**src/rtl/seg_scan_decoder.sv**
```systemverilog
// Scan-bus snooper for a 4-digit multiplexed 7-segment display: debounces each digit dwell
// and decodes the segment pattern. Define SEG_HEX_EN to also decode the hex letters A-F.
module seg_scan_decoder #(
    parameter int unsigned STABLE_CYCLES = 4
) (
    input  logic        clk,
    input  logic        rst_n,
    input  logic [3:0]  an,
    input  logic [6:0]  seg,
    output logic [15:0] digits,
    output logic [3:0]  digit_valid,
    output logic        code_err,
    output logic        frame_done
);

    typedef enum logic [1:0] {IDLE, TRACK, HELD} state_t;

    typedef struct packed {
        logic       ok;
        logic       blank;
        logic [3:0] val;
    } dec_t;

    localparam logic [7:0] STABLE_LIM = 8'(STABLE_CYCLES);

    logic [3:0] an_s_reg, an_p_reg;
    logic [6:0] seg_s_reg, seg_p_reg;
    state_t     state_reg, state_next;
    logic [7:0] cnt_reg, cnt_next;
    logic [3:0] mask_reg, mask_next;
    logic       code_err_reg, code_err_next;
    logic       frame_done_reg, frame_done_next;
    logic       accept;
    logic       an_ok;
    logic       same;
    logic [3:0] sel;
    logic [3:0] mask_or;
    dec_t       dec;

    function automatic dec_t decode_seg(input logic [6:0] s);
        dec_t d;
        d.ok    = 1'b1;
        d.blank = 1'b0;
        d.val   = 4'h0;
        case (s)
            7'b0000001: d.val = 4'h0;
            7'b1001111: d.val = 4'h1;
            7'b0010010: d.val = 4'h2;
            7'b0000110: d.val = 4'h3;
            7'b1001100: d.val = 4'h4;
            7'b0100100: d.val = 4'h5;
            7'b0100000: d.val = 4'h6;
            7'b0001111: d.val = 4'h7;
            7'b0000000: d.val = 4'h8;
            7'b0001100: d.val = 4'h9;
`ifdef SEG_HEX_EN
            7'b0001000: d.val = 4'hA;
            7'b1100000: d.val = 4'hB;
            7'b0110001: d.val = 4'hC;
            7'b1000010: d.val = 4'hD;
            7'b0110000: d.val = 4'hE;
            7'b0111000: d.val = 4'hF;
`endif
            7'b1111111: begin
                d.ok    = 1'b0;
                d.blank = 1'b1;
                d.val   = 4'hF;
            end
            default: d.ok = 1'b0;
        endcase
        return d;
    endfunction

    // Sample stage plus one-deep history used for the stability comparison.
    always_ff @(posedge clk or negedge rst_n) begin
        if (!rst_n) begin
            an_s_reg  <= 4'hF;
            seg_s_reg <= 7'h7F;
            an_p_reg  <= 4'hF;
            seg_p_reg <= 7'h7F;
        end else begin
            an_s_reg  <= an;
            seg_s_reg <= seg;
            an_p_reg  <= an_s_reg;
            seg_p_reg <= seg_s_reg;
        end
    end

    always_comb begin
        an_ok = 1'b0;
        case (an_s_reg)
            4'b1110, 4'b1101, 4'b1011, 4'b0111: an_ok = 1'b1;
            default:                            an_ok = 1'b0;
        endcase
    end

    assign same = ({an_s_reg, seg_s_reg} == {an_p_reg, seg_p_reg});
    assign sel  = ~an_s_reg;
    assign dec  = decode_seg(seg_s_reg);

    always_ff @(posedge clk or negedge rst_n) begin
        if (!rst_n) begin
            state_reg <= IDLE;
            cnt_reg   <= 8'd0;
        end else begin
            state_reg <= state_next;
            cnt_reg   <= cnt_next;
        end
    end

    always_comb begin
        state_next = state_reg;
        cnt_next   = cnt_reg;
        accept     = 1'b0;
        if (!an_ok) begin
            state_next = IDLE;
            cnt_next   = 8'd0;
        end else begin
            case (state_reg)
                IDLE: begin
                    state_next = TRACK;
                    cnt_next   = 8'd1;
                end
                HELD: begin
                    if (!same) begin
                        state_next = TRACK;
                        cnt_next   = 8'd1;
                    end
                end
                TRACK: begin
                    if (!same) begin
                        cnt_next = 8'd1;
                    end else begin
                        cnt_next = (cnt_reg == 8'hFF) ? cnt_reg : cnt_reg + 8'd1;
                        // Leaving TRACK on acceptance guarantees a single accept per dwell.
                        if (cnt_next == STABLE_LIM) begin
                            accept     = 1'b1;
                            state_next = HELD;
                        end
                    end
                end
                default: begin
                    state_next = IDLE;
                    cnt_next   = 8'd0;
                end
            endcase
        end
    end

    // Frame tracking: the completing acceptance sets its bit and the mask wraps to empty.
    always_comb begin
        mask_or         = mask_reg | (accept ? sel : 4'b0000);
        frame_done_next = (mask_or == 4'b1111);
        mask_next       = frame_done_next ? 4'b0000 : mask_or;
        code_err_next   = accept && !dec.ok && !dec.blank;
    end

    always_ff @(posedge clk or negedge rst_n) begin
        if (!rst_n) begin
            mask_reg       <= 4'b0000;
            code_err_reg   <= 1'b0;
            frame_done_reg <= 1'b0;
        end else begin
            mask_reg       <= mask_next;
            code_err_reg   <= code_err_next;
            frame_done_reg <= frame_done_next;
        end
    end

    assign code_err   = code_err_reg;
    assign frame_done = frame_done_reg;

    generate
        for (genvar gi = 0; gi < 4; gi++) begin : g_digit
            logic [3:0] digit_reg;
            logic       valid_reg;

            always_ff @(posedge clk or negedge rst_n) begin
                if (!rst_n) begin
                    digit_reg <= 4'hF;
                    valid_reg <= 1'b0;
                end else if (accept && sel[gi]) begin
                    if (dec.ok) begin
                        digit_reg <= dec.val;
                        valid_reg <= 1'b1;
                    end else begin
                        // Undecodable patterns keep the old nibble; blank forces F.
                        if (dec.blank) digit_reg <= 4'hF;
                        valid_reg <= 1'b0;
                    end
                end
            end

            assign digits[gi*4 +: 4] = digit_reg;
            assign digit_valid[gi]   = valid_reg;
        end
    endgenerate

endmodule
```
**config.mk**
```make
export PLATFORM = sky130hd
export DESIGN_NAME = seg_scan_decoder
export DESIGN_NICKNAME = d
export VERILOG_FILES = /design/src/rtl/seg_scan_decoder.sv
export SDC_FILE = /design/constraint.sdc
export NUM_CORES = 1
export LEC_CHECK = 0
export BUFFER_PORTS_ARGS = -buffer_cell sky130_fd_sc_hd__buf_2
export CAP_MARGIN = 20
export CORE_MARGIN = 5
export CORE_UTILIZATION = 60
export CTS_BUF_LIST = sky130_fd_sc_hd__clkbuf_4
export DETAILED_ROUTE_END_ITERATION = 16
export GPL_TIMING_DRIVEN = 0
export PLACE_DENSITY = 0.82
export SLEW_MARGIN = 10
export SYNTH_ARGS = -nofsm -noshare
export SYNTH_HDL_FRONTEND = slang
export SYNTH_SLANG_ARGS = --single-unit
```
**constraint.sdc**
```tcl
create_clock -name clk -period 3 [get_ports clk]
set_input_delay 0.15 -clock clk [delete_from_list [all_inputs] [get_ports clk]]
set_output_delay 0.15 -clock clk [all_outputs]
set_load 0.02 [all_outputs]
```
-- Word-level counts from Yosys, hierarchy flattened
Cells that the tools add are included.
- output and inout bits: 22
- flip-flop bits (word level): 58
- bitwise operators: 2
- $add $sub $neg: 1
- multiplexer cells: 23
- reduce and logical (&&, ||, !) cells: 18
- equal/unequal tests: 23
- operator list (cell ; count):
    $pmux W4 S10 ; 1
    $mux W8 ; 4
    $pmux W8 S3 ; 1
    $eq A7 B7 Y1 const B ; 3
    $eq A4 B4 Y1 const B ; 4
    $mux W4 ; 4
    $eq A7 B4 Y1 const B ; 2
    $eq A7 B6 Y1 const B ; 2
    $eq A11 B11 Y1 ; 1
    $reduce_or A10 Y1 ; 1
    $ne A3 B3 Y1 const B ; 3
    $add A8 B1 Y8 const B ; 1
    $eq A8 B3 Y1 const B ; 1
    $eq A8 B8 Y1 const B ; 1
    $mux W1 ; 8
    $mux W2 ; 4
    $reduce_and A2 Y1 ; 4
    $eq A7 B1 Y1 const B ; 1
    $eq A7 B3 Y1 const B ; 1
    $eq A7 B5 Y1 const B ; 1
    $logic_not A7 Y1 ; 1
    $logic_and A1 B1 Y1 ; 6
    $pmux W2 S3 ; 1
    $eq A4 B3 Y1 const B ; 1
    other kinds (9) ; 10

-- Logic depth before layout (Yosys ltp)
- depth after elaboration: 11
- mapped depth: 8
- depth with buffers taken out: 7

-- Least setup slack after synthesis
Ideal clock, no wire load.
- path type: flip-flop to flip-flop
- from: reg cnt_reg[0]
- to: reg g_digit[2].valid_reg
- period minus slack after synthesis: 2.188 ns
- stages on the path, launching flop included: 7
- setup time: 0.125 ns
- arrival time: 2.064 ns
- slack: 0.812 ns
- required time: 2.875 ns
- cells stage by stage: dfrtp_1 ha_1 or3b_2 o41ai_4 nand2_4 nor4_4 mux2_2
- word-level cells in the longest chain between the ends: 8
- elaborated cells between the ends (all ways): 9
- RTL lines (what ; RTL line ; RTL):
    start, declared ; 29 ; logic [7:0] cnt_reg, cnt_next;
    start signal, assigned ; 107 ; cnt_reg <= cnt_next;
    $add A8 B1 Y8 or $eq A8 B8 Y1 (tied branches) ; 134 ; cnt_next = (cnt_reg == 8'hFF) ? cnt_reg : cnt_reg + 8'd1;
    $mux W8 (*) ; 134 ;
    $eq A8 B3 Y1 (*) ; 136 ; if (cnt_next == STABLE_LIM) begin
    $mux W1 (*) ; 136 ;
    $mux W1 (*) ; 131 ; if (!same) begin
    $mux W1 (*) ; 119 ; case (state_reg)
    $mux W1 (*) ; 115 ; if (!an_ok) begin
    $logic_and A1 B1 Y1 (*) ; 182 ; end else if (accept && sel[gi]) begin
    end signal, assigned ; 181 ; valid_reg <= 1'b0;
    end signal, assigned ; 185 ; valid_reg <= 1'b1;
    end signal, assigned ; 189 ; valid_reg <= 1'b0;
    end, declared ; 176 ; logic valid_reg;
Mark *: on every way between the ends. The rest lies on a longest branch, timed or not.
A chain may end at the register's enable or synchronous reset.

-- Worst setup path after layout
- from: reg an_s_reg[2]
- to: reg g_digit[2].valid_reg
- word-level cells in the longest chain between the ends: 5
- elaborated cells between the ends (all ways): 12
- RTL lines (what ; RTL line ; RTL):
    start, declared ; 26 ; logic [3:0] an_s_reg, an_p_reg;
    start signal, assigned ; 82 ; an_s_reg <= an;
    $eq A11 B11 Y1, or another cell as far along ; 97 ; assign same = ({an_s_reg, seg_s_reg} == {an_p_reg, seg_p_reg});
    $mux W1 or $reduce_or A4 Y1 (tied branches) ; 131, 91 ;
    $mux W1 (on tied branches) ; 119, 91 ;
    $mux W1 ; 115 ;
    $logic_and A1 B1 Y1 (*) ; 182 ;
Marked as above.

==> run metrics <==
worst skew pair latency 0.40 ns; n_diodes 0; drt first pass iters 4; Starting Density 0.612; post-DR wirelength/cell 16.4 um; Slew Viols, Final 0; unrepaired setup endpoints after global routing false; crit-path max FO 8; cts bufs inserted 9; Combinational Power Share 0.083; I/O pin count 35; PostCTS Resize Cnt 0; Leakage 1.52 nW; drc violations 0; switching pwr 0.392 mW; FF-to-FF End g_digit[2].valid_reg; Yosys Warn Count 0; first-pass GRT wire length 10.4 mm; reg2reg start an_s_reg[2]; register share of total power 0.578; Placed Area 3110 um2; synthesized area per cell 11.4 um2; biggest area consumer among synthesized cells dfstp_2; vias per cell 5.91; vias in the first global route 2133; top cells by count, synth dfstp_2, nor2_1, a21oi_1; Synth Flop Type dfstp_2; max reg flops 16; R2R setup slack 0.40 ns; Fmax 384 MHz; flops & latches, synth 58; clk sinks 58; maximum clock insertion buffer count 2; cell area after synthesis 2850 um2; Setup Skew 0.0120 ns; remaining antenna violation count 0; final worst path period share 0.867; initial antenna violation count 0; Cell Pwr Density 429 nW/um2; Max Cap Viol 0; WS Path Type reg2reg; Tot GR Track Use 0.219; DIE AREA 6230 um2; fraction of layout cells with a size suffix above 1 0.411; status completed; Total Neg Setup Slack 0 ns; Sw Share 0.273; Syn Nets 265; final setup fails 0; CP arrival 2.90 ns; FFs w/ async S/R, synth 1.00; H-tree depth 3; Crit. End Element register; initial detailed-routing violation count 171; fillers 346; routed wire length 6.05 mm; Die Wd 79.0 um; most common cell in the netlist dfstp_2; via count 2175; post-synthesis cell count 251; clk slew on worst S/H paths 0.10 ns; Seq/Total Area, Yosys 0.525; Peak VDD IR 0.383 mV; CTS tree done; Int Pwr 1.04 mW; pin count of the biggest net entering global routing 32; hold crit path type in2async; root buf cell clkbuf_4; top cell type's share of synthesized area 0.350; Die H 79.0 um; Overflow after GRT 0; worst-margin pin slew 0.704 ns; Critical path destination g_digit[2].valid_reg; NumNets Final 323; relative slew slack 0.531; Row Count 25; Clk network pwr share 0.339; Period minus WS final 2.60 ns; CP Launch Type register; Finished Cell Area 3350 um2; DP HPWL 4.11 mm; core box area 4660 um2; number of library cell types mapped by synthesis 59; number of synthesized flops with an enable pin 0; Final Hold Viols 0; Area Overhead vs Synth 17.4%; Reg2Reg Depth 6; IO Port Bufs 34; GP Congestion 0.815; Critical Path Source an_s_reg[2]; critical path data required time 3.30 ns; Synth area leaders dfstp_2, dfrtp_1, a21oi_1
## timing repair
item / 4_1_cts / 5_1_grt
hold endpoints to repair: 28 / 0
hold buffers: 12 / 0
endpoints found under the setup margin: 0 / 0
setup buffers: 0 / 0
## placed cells by master (no fill, tap or decap), types with 6 or more instances in the layout
master         instances
a21oi_1               25
buf_2                 40
dfrtp_1               20
nand2_1                6
clkbuf_4              10
dlygate4sd3_1         12
dfstp_2               38
a31oi_1                6
nor2_1                28
xor2_1                13
## metrics by stage
stage	setup WS [ns]	hold WS (ns)	power (mW)	util	std cells
after floorplan	0.812	-0.146	0.906	-	251
after global placement	0.505	0.255	0.943	0.663	339
after detailed placement	0.467	0.252	0.950	0.667	340
after CTS	0.440	0.326	1.46	0.718	368
after global routing	0.271	0.361	1.50	0.718	368
final	0.398	0.329	1.44	0.718	368
## final cells by class
type,instances,area [um2],area share
flip-flops and latches,58,1500,0.448
multi-input cells,174,1250,0.374
well taps,54,67.6,0.0202
clock inverters,6,42.5,0.0127
clock buffers,10,75.1,0.0224
inverters,5,18.8,0.00561
repair buffers,47,310,0.0927
plain buffers,14,82.6,0.0247
## worst max-delay path, cell delays in order (launching register included)
cell	delay (ns)
dfstp_2	0.54
buf_2	0.19
xor2_1	0.10
nor4_1	0.36
nand3_2	0.30
nor4_4	0.61
mux2_2	0.39
## per-layer routing
metal,global-route usage,routed length [um]
met1,0.294,2750
met2,0.340,2930
met3,0.0680,257
met4,0.0773,109
met5,0,0
## how the worst min path moves through the flow
stage           start              endpoint  slack (ns)  cells past startpoint
6_report        rst_n          state_reg[0]        0.33                      2
5_1_grt         rst_n  g_digit[1].valid_reg        0.36                      2
4_1_cts         rst_n  g_digit[1].valid_reg        0.33                      2
3_5_place_dp    rst_n            cnt_reg[0]        0.25                      1
3_3_place_gp   seg[4]          seg_s_reg[4]        0.25                      1
2_1_floorplan   rst_n            cnt_reg[0]       -0.15                      0
## power groups by stage
stage | registers [mW] | clock network (mW) | logic (mW)
final | 0.831 | 0.487 | 0.119
after global routing | 0.835 | 0.536 | 0.133
after CTS | 0.831 | 0.505 | 0.120
after detailed placement | 0.844 | 0 | 0.106
after global placement | 0.843 | 0 | 0.0999
after floorplan | 0.839 | 0 | 0.0673
## logic make-up after synthesis
group	Yosys count	synth area share
and+or+nand+nor	85	0.190
AOI/OAI and AO/OA	68	0.180
DFF	58	0.525
buffers and inverters	19	0.0355
xor gates and xnor gates	16	0.0491
muxes	4	0.0158
adders and majority gates	1	0.00439
(Power assumes the default switching activity.)
